## src/rtl/lmac_regrd_pkg.sv

```systemverilog
// Shared types and constants for the LMAC register-read arbiter.
package lmac_regrd_pkg;

    localparam int unsigned ADDR_W = 16;
    localparam int unsigned DATA_W = 32;

    // Data returned to the owner when the MAC never answers.
    localparam logic [DATA_W-1:0] ERR_DATA = 32'hDEAD_BEEF;

    typedef enum logic [1:0] {
        IDLE,
        ISSUE,
        WAIT,
        RESP
    } state_t;

endpackage

```

## src/rtl/rr_arbiter.sv

```systemverilog
// Combinational round-robin arbiter: the search starts one past the last winner.
module rr_arbiter #(
    parameter  int unsigned NREQ  = 2,
    localparam int unsigned IDX_W = $clog2(NREQ)
) (
    input  logic [NREQ-1:0]  req,
    input  logic [IDX_W-1:0] last_grant,
    input  logic             enable,
    output logic [NREQ-1:0]  grant,
    output logic [IDX_W-1:0] grant_idx
);

    logic             found;
    logic [IDX_W-1:0] idx;

    // Take the first requester found in rotated priority order.
    always_comb begin
        grant     = '0;
        grant_idx = '0;
        found     = 1'b0;
        idx       = '0;
        for (int unsigned off = 1; off <= NREQ; off++) begin
            idx = IDX_W'((32'(last_grant) + off) % NREQ);
            if (enable && !found && req[idx]) begin
                found      = 1'b1;
                grant[idx] = 1'b1;
                grant_idx  = idx;
            end
        end
    end

endmodule

```

## src/rtl/lmac_regrd_arbiter.sv

```systemverilog
// Shares the single LMAC register-read port among NREQ requesters, one read at a time.
module lmac_regrd_arbiter
    import lmac_regrd_pkg::*;
#(
    parameter int unsigned NREQ    = 2,
    parameter int unsigned TIMEOUT = 255
) (
    input  logic                   clk,
    input  logic                   rst,
    input  logic [NREQ-1:0]        req_valid,
    input  logic [NREQ*ADDR_W-1:0] req_addr,
    output logic [NREQ-1:0]        req_ready,
    output logic [NREQ-1:0]        rsp_valid,
    output logic [DATA_W-1:0]      rsp_data,
    output logic                   rsp_err,
    output logic [ADDR_W-1:0]      host_addr_reg,
    output logic                   reg_rd_start,
    input  logic                   reg_rd_done_out,
    input  logic [DATA_W-1:0]      FMAC_REGDOUT,
    output logic [15:0]            timeout_cnt
);

    localparam int unsigned IDX_W = $clog2(NREQ);

    state_t              state_q, state_d;
    logic [ADDR_W-1:0]   addr_q, addr_d;
    logic [IDX_W-1:0]    owner_q, owner_d;
    logic [IDX_W-1:0]    last_q, last_d;
    logic [DATA_W-1:0]   data_q, data_d;
    logic                err_q, err_d;
    logic [15:0]         cnt_q, cnt_d;
    logic [15:0]         tcnt_q, tcnt_d;
    logic [NREQ-1:0]     grant;
    logic [IDX_W-1:0]    grant_idx;

    rr_arbiter #(
        .NREQ (NREQ)
    ) u_arb (
        .req        (req_valid),
        .last_grant (last_q),
        .enable     (state_q == IDLE),
        .grant      (grant),
        .grant_idx  (grant_idx)
    );

    assign req_ready   = grant;
    assign timeout_cnt = tcnt_q;

    // State and transaction registers; reset abandons any read in flight.
    always_ff @(posedge clk) begin
        if (rst) begin
            state_q <= IDLE;
            addr_q  <= '0;
            owner_q <= '0;
            last_q  <= IDX_W'(NREQ - 1);
            data_q  <= '0;
            err_q   <= 1'b0;
            cnt_q   <= '0;
            tcnt_q  <= '0;
        end else begin
            state_q <= state_d;
            addr_q  <= addr_d;
            owner_q <= owner_d;
            last_q  <= last_d;
            data_q  <= data_d;
            err_q   <= err_d;
            cnt_q   <= cnt_d;
            tcnt_q  <= tcnt_d;
        end
    end

    // Next-state logic: accept, issue, wait for done or timeout, respond.
    always_comb begin
        state_d = state_q;
        addr_d  = addr_q;
        owner_d = owner_q;
        last_d  = last_q;
        data_d  = data_q;
        err_d   = err_q;
        cnt_d   = cnt_q;
        tcnt_d  = tcnt_q;
        case (state_q)
            IDLE: begin
                if (|req_valid) begin
                    for (int unsigned i = 0; i < NREQ; i++) begin
                        if (grant[i]) addr_d = req_addr[i*ADDR_W +: ADDR_W];
                    end
                    owner_d = grant_idx;
                    last_d  = grant_idx;
                    state_d = ISSUE;
                end
            end
            ISSUE: begin
                cnt_d   = '0;
                state_d = WAIT;
            end
            WAIT: begin
                // Done takes priority over a coinciding timeout.
                if (reg_rd_done_out) begin
                    data_d  = FMAC_REGDOUT;
                    err_d   = 1'b0;
                    state_d = RESP;
                end else if (cnt_q == 16'(TIMEOUT - 1)) begin
                    data_d  = ERR_DATA;
                    err_d   = 1'b1;
                    if (tcnt_q != '1) tcnt_d = tcnt_q + 16'd1;
                    state_d = RESP;
                end else begin
                    cnt_d = cnt_q + 16'd1;
                end
            end
            RESP: begin
                state_d = IDLE;
            end
            default: begin
                state_d = IDLE;
            end
        endcase
    end

    // Output decode from registered state; response fields are zero outside RESP.
    always_comb begin
        reg_rd_start  = (state_q == ISSUE);
        host_addr_reg = (state_q == ISSUE || state_q == WAIT) ? addr_q : '0;
        rsp_valid     = '0;
        rsp_data      = '0;
        rsp_err       = 1'b0;
        if (state_q == RESP) begin
            rsp_valid[owner_q] = 1'b1;
            rsp_data           = data_q;
            rsp_err            = err_q;
        end
    end

endmodule

```

## config.mk

```make
export PLATFORM = sky130hd
export DESIGN_NAME = lmac_regrd_arbiter
export DESIGN_NICKNAME = d
export VERILOG_FILES = /design/src/rtl/lmac_regrd_pkg.sv /design/src/rtl/rr_arbiter.sv /design/src/rtl/lmac_regrd_arbiter.sv
export SDC_FILE = /design/constraint.sdc
export NUM_CORES = 1
export LEC_CHECK = 0
export ABC_AREA = 1
export CAP_MARGIN = 40
export CELL_PAD_IN_SITES_DETAIL_PLACEMENT = 0
export CELL_PAD_IN_SITES_GLOBAL_PLACEMENT = 2
export CORE_MARGIN = 1.5
export CORE_UTILIZATION = 27
export CTS_CLUSTER_DIAMETER = 100
export CTS_CLUSTER_SIZE = 8
export DETAILED_ROUTE_END_ITERATION = 10
export PLACE_DENSITY = 0.95
export SLEW_MARGIN = 40
export SYNTH_ARGS = -nofsm -noshare
export SYNTH_HDL_FRONTEND = slang
export SYNTH_SLANG_ARGS = --single-unit
```

## constraint.sdc

```tcl
create_clock -name clk -period 4.43 [get_ports clk]
set_clock_uncertainty 0.1 [all_clocks]
set_input_delay 1.329 -clock clk [delete_from_list [all_inputs] [get_ports clk]]
set_output_delay 1.329 -clock clk [all_outputs]
set_load 0.01 [all_outputs]
```

==> reports/metrics.yaml <==
critical_path:
  reg2regPathDepth: 7
  path_depth: 4
  cp_common_cell: "clkdlybuf4s50_1"
  cp_cell_sequence: "clkdlybuf4s50_1 -> inv_1 -> a211oi_1 -> clkdlybuf4s50_1"
  slowest_delay_ps: 570
  crit_start: "req_valid[0]"
  critPathBufInv: 3
  slowest_stage: "clkdlybuf4s50_1"
  critPathCaptureType: "output pin"
  startpoint_type: "input pin"
  path_max_fanout: 4
  r2r_end: "cnt_q[0]$_SDFFE_PP0P_"
  cp-endpoint: "req_ready[0]"
  arrival_ps: 2680
  reg2reg_slack_ps: 2050
  timing.rr.start: "state_q[0]$_SDFFE_PP0P_"
  cp.required_ps: 3000
  path_delay_family: "buffers and inverters"
  crit_type: "in2out"
clock_network:
  clock-sinks: 85
  cts_tree: "done"
  postCtsResizedCells: 0
  htree_levels: 3
  clk_path_buf_depth: 2
  cts_root_buf: "clkbuf_16"
  post-cts-setup-buffers: 0
  path_clk_slew_ps: 60
  worstSkewPairLatency_ps: 340
  cts_buffers: 9
  holdBufCountCts: 0
run:
  drv_cap: 0
cells_and_area:
  regArea_mm2: 0.00170
  antennaDiodeCount: 0
  final_common_cell: "nand2_1"
  multi_input_area_mm2: 0.00236
  fillers: 1823
  final_area_mm2: 0.00651
  fin_util_pct: 39.0
  area_growth_pct: 39.7
  most-common-layout-cells: "nand2_1 (166), clkdlybuf4s50_1 (137), inv_1 (104)"
  layout-drive-gt1-share_pct: 9.29
  fin_nets: 900
  final_cell_count_no_fill: 1049
placed_design:
  place.gp.congestion: 0.793
  dpl_worst_slack_ps: 320
  portBuffers: 138
  place_area_mm2: 0.00618
  dp_cells: 1032
  hpwl_um: 9060
synthesis:
  seq_area_frac_synth_pct: 36.5
  synth.avg_cell_area_um2: 6.66
  synth_top_area_share_pct: 36.5
  synth.distinct_cells: 33
  syn_area_mm2: 0.00466
  ys_seq_elements: 85
  synth.area.top_cells: "dfxtp_1 (37%), nand2_1 (13%), inv_1 (8.4%)"
  ys_warn_count: 0
  synth_nets: 776
  synth_top_cell_by_area: "dfxtp_1"
  netlist_instances: 700
status:
  status: "finished, final reports clean"
grt:
  grt_pass1_vias: 4222
  grt_usage_pct: 14.5
  grt_pass1_wl_um: 21200
  grt_util_met1_pct: 19.7
  antenna_found_initial: 0
  grt_start_max_net_pins: 65
  met3_usage_pct: 2.80
  gr-total-overflow: 0
  grt_use_met2_pct: 22.7
  top_usage_layer: "met2"
timing:
  worst_slew_pin_slew_ps: 715
  finalSetupTns_ps: 0
  layout_setup_ws_ps: 325
  max_freq_ghz: 0.244
  drv_slew: 0
  max_slew_margin_pct: 52.2
  rsz0062_at_grt: "false"
  period_needed_ps: 4110
  finalHoldViolCount: 0
  whs_ps: 364
  setup_viol: 0
  post-route-period-util_pct: 92.7
route:
  drc_errors: 0
  drt_first_pass_iters: 4
  wl_per_cell_um: 12.2
  ant_nets: 0
  first_iter_violations: 150
  wl_um: 12800
  viasPerCell: 4.28
  vias: 4485
power_and_ir_drop:
  p_total_mw: 2.61
  p_leak_nw: 2.88
  ir_worst_vdd_mv: 0.194
  powerDensity_mw_per_mm2: 400
floorplan:
  fp-row-count: 47
  die_h_um: 134
  fp.dieArea_mm2: 0.0181
  pin_count: 139
  die_w_um: 134
  start_util_pct: 27.9
  core_area_mm2: 0.0167
worst_hold_path:
  hp-class: "reg2reg"
## registers in the layout, summed over array words and instances, names as in the netlist
signal,cells
err_q,1
owner_q,1
data_q,32
cnt_q,16
state_q,2
timeout_cnt,16
last_q,1
addr_q,16
## cell families after synthesis
family / count (synthesis) / share of synthesized area, %
and+or+nand+nor: 322 / 29.6
AOI/OAI and AO/OA: 124 / 15.4
adders and majority gates: 7 / 1.88
DFF: 85 / 36.5
buffers and inverters: 142 / 12.8
xor gates and xnor gates: 20 / 3.76
## worst min-delay path: stages, from the launching register on
cell     delay, ps
dfxtp_1        320
o21ai_1         70
inv_1           40
## cell usage after synthesis
master / count
inv_1: 104
inv_2: 3
a21oi_1: 41
nand3_2: 1
o22ai_1: 16
o21ai_0: 38
nor2_2: 7
o21ai_2: 1
o21bai_1: 1
nand3_1: 14
clkbuf_1: 19
nand3b_1: 1
a211oi_1: 2
nand4_1: 9
nor2_1: 99
xor2_1: 13
xnor2_1: 7
nor3_1: 2
buf_6: 5
ha_1: 7
nand2_4: 1
o21ai_1: 7
nand2_2: 16
a21oi_2: 17
clkinv_1: 2
nand2_1: 166
dfxtp_1: 85
nor2_4: 3
o211ai_1: 1
buf_12: 1
buf_2: 8
nand3_4: 2
nor3b_1: 1
## area by class of cell
cell class	count	share of cell area [%]
Multi-Input combinational cell	473	36.3
Sequential cell	85	26.1
Timing Repair Buffer	146	22.3
Clock inverter	5	0.903
Tap cell	220	4.23
Clock buffer	11	3.88
Inverter	109	6.28
## how the worst min path moves through the flow
stage	cells after the start	slack, ps	end	start
after floorplan	2	330	data_q[16]$_SDFFE_PP0P_	data_q[16]$_SDFFE_PP0P_
after global placement	2	340	data_q[9]$_SDFFE_PP0P_	data_q[9]$_SDFFE_PP0P_
after detailed placement	2	350	data_q[6]$_SDFFE_PP0P_	data_q[6]$_SDFFE_PP0P_
after CTS	2	370	data_q[20]$_SDFFE_PP0P_	data_q[20]$_SDFFE_PP0P_
after global routing	2	380	data_q[20]$_SDFFE_PP0P_	data_q[20]$_SDFFE_PP0P_
final	2	360	data_q[6]$_SDFFE_PP0P_	data_q[6]$_SDFFE_PP0P_
## routing by layer
metal	vias up	share of wire, %
li1	2410	-
met1	1964	49
met2	95	45
met3	16	4.7
met4	0	1.6
met5	-	0
## power by group
group	internal [mW]	switching, mW	total (mW)
combinational	0.342	0.540	0.882
clock	0.468	0.310	0.778
sequential	0.889	0.0573	0.946
total	1.70	0.908	2.61
Note: power is estimated with default switching activity, not from simulation.
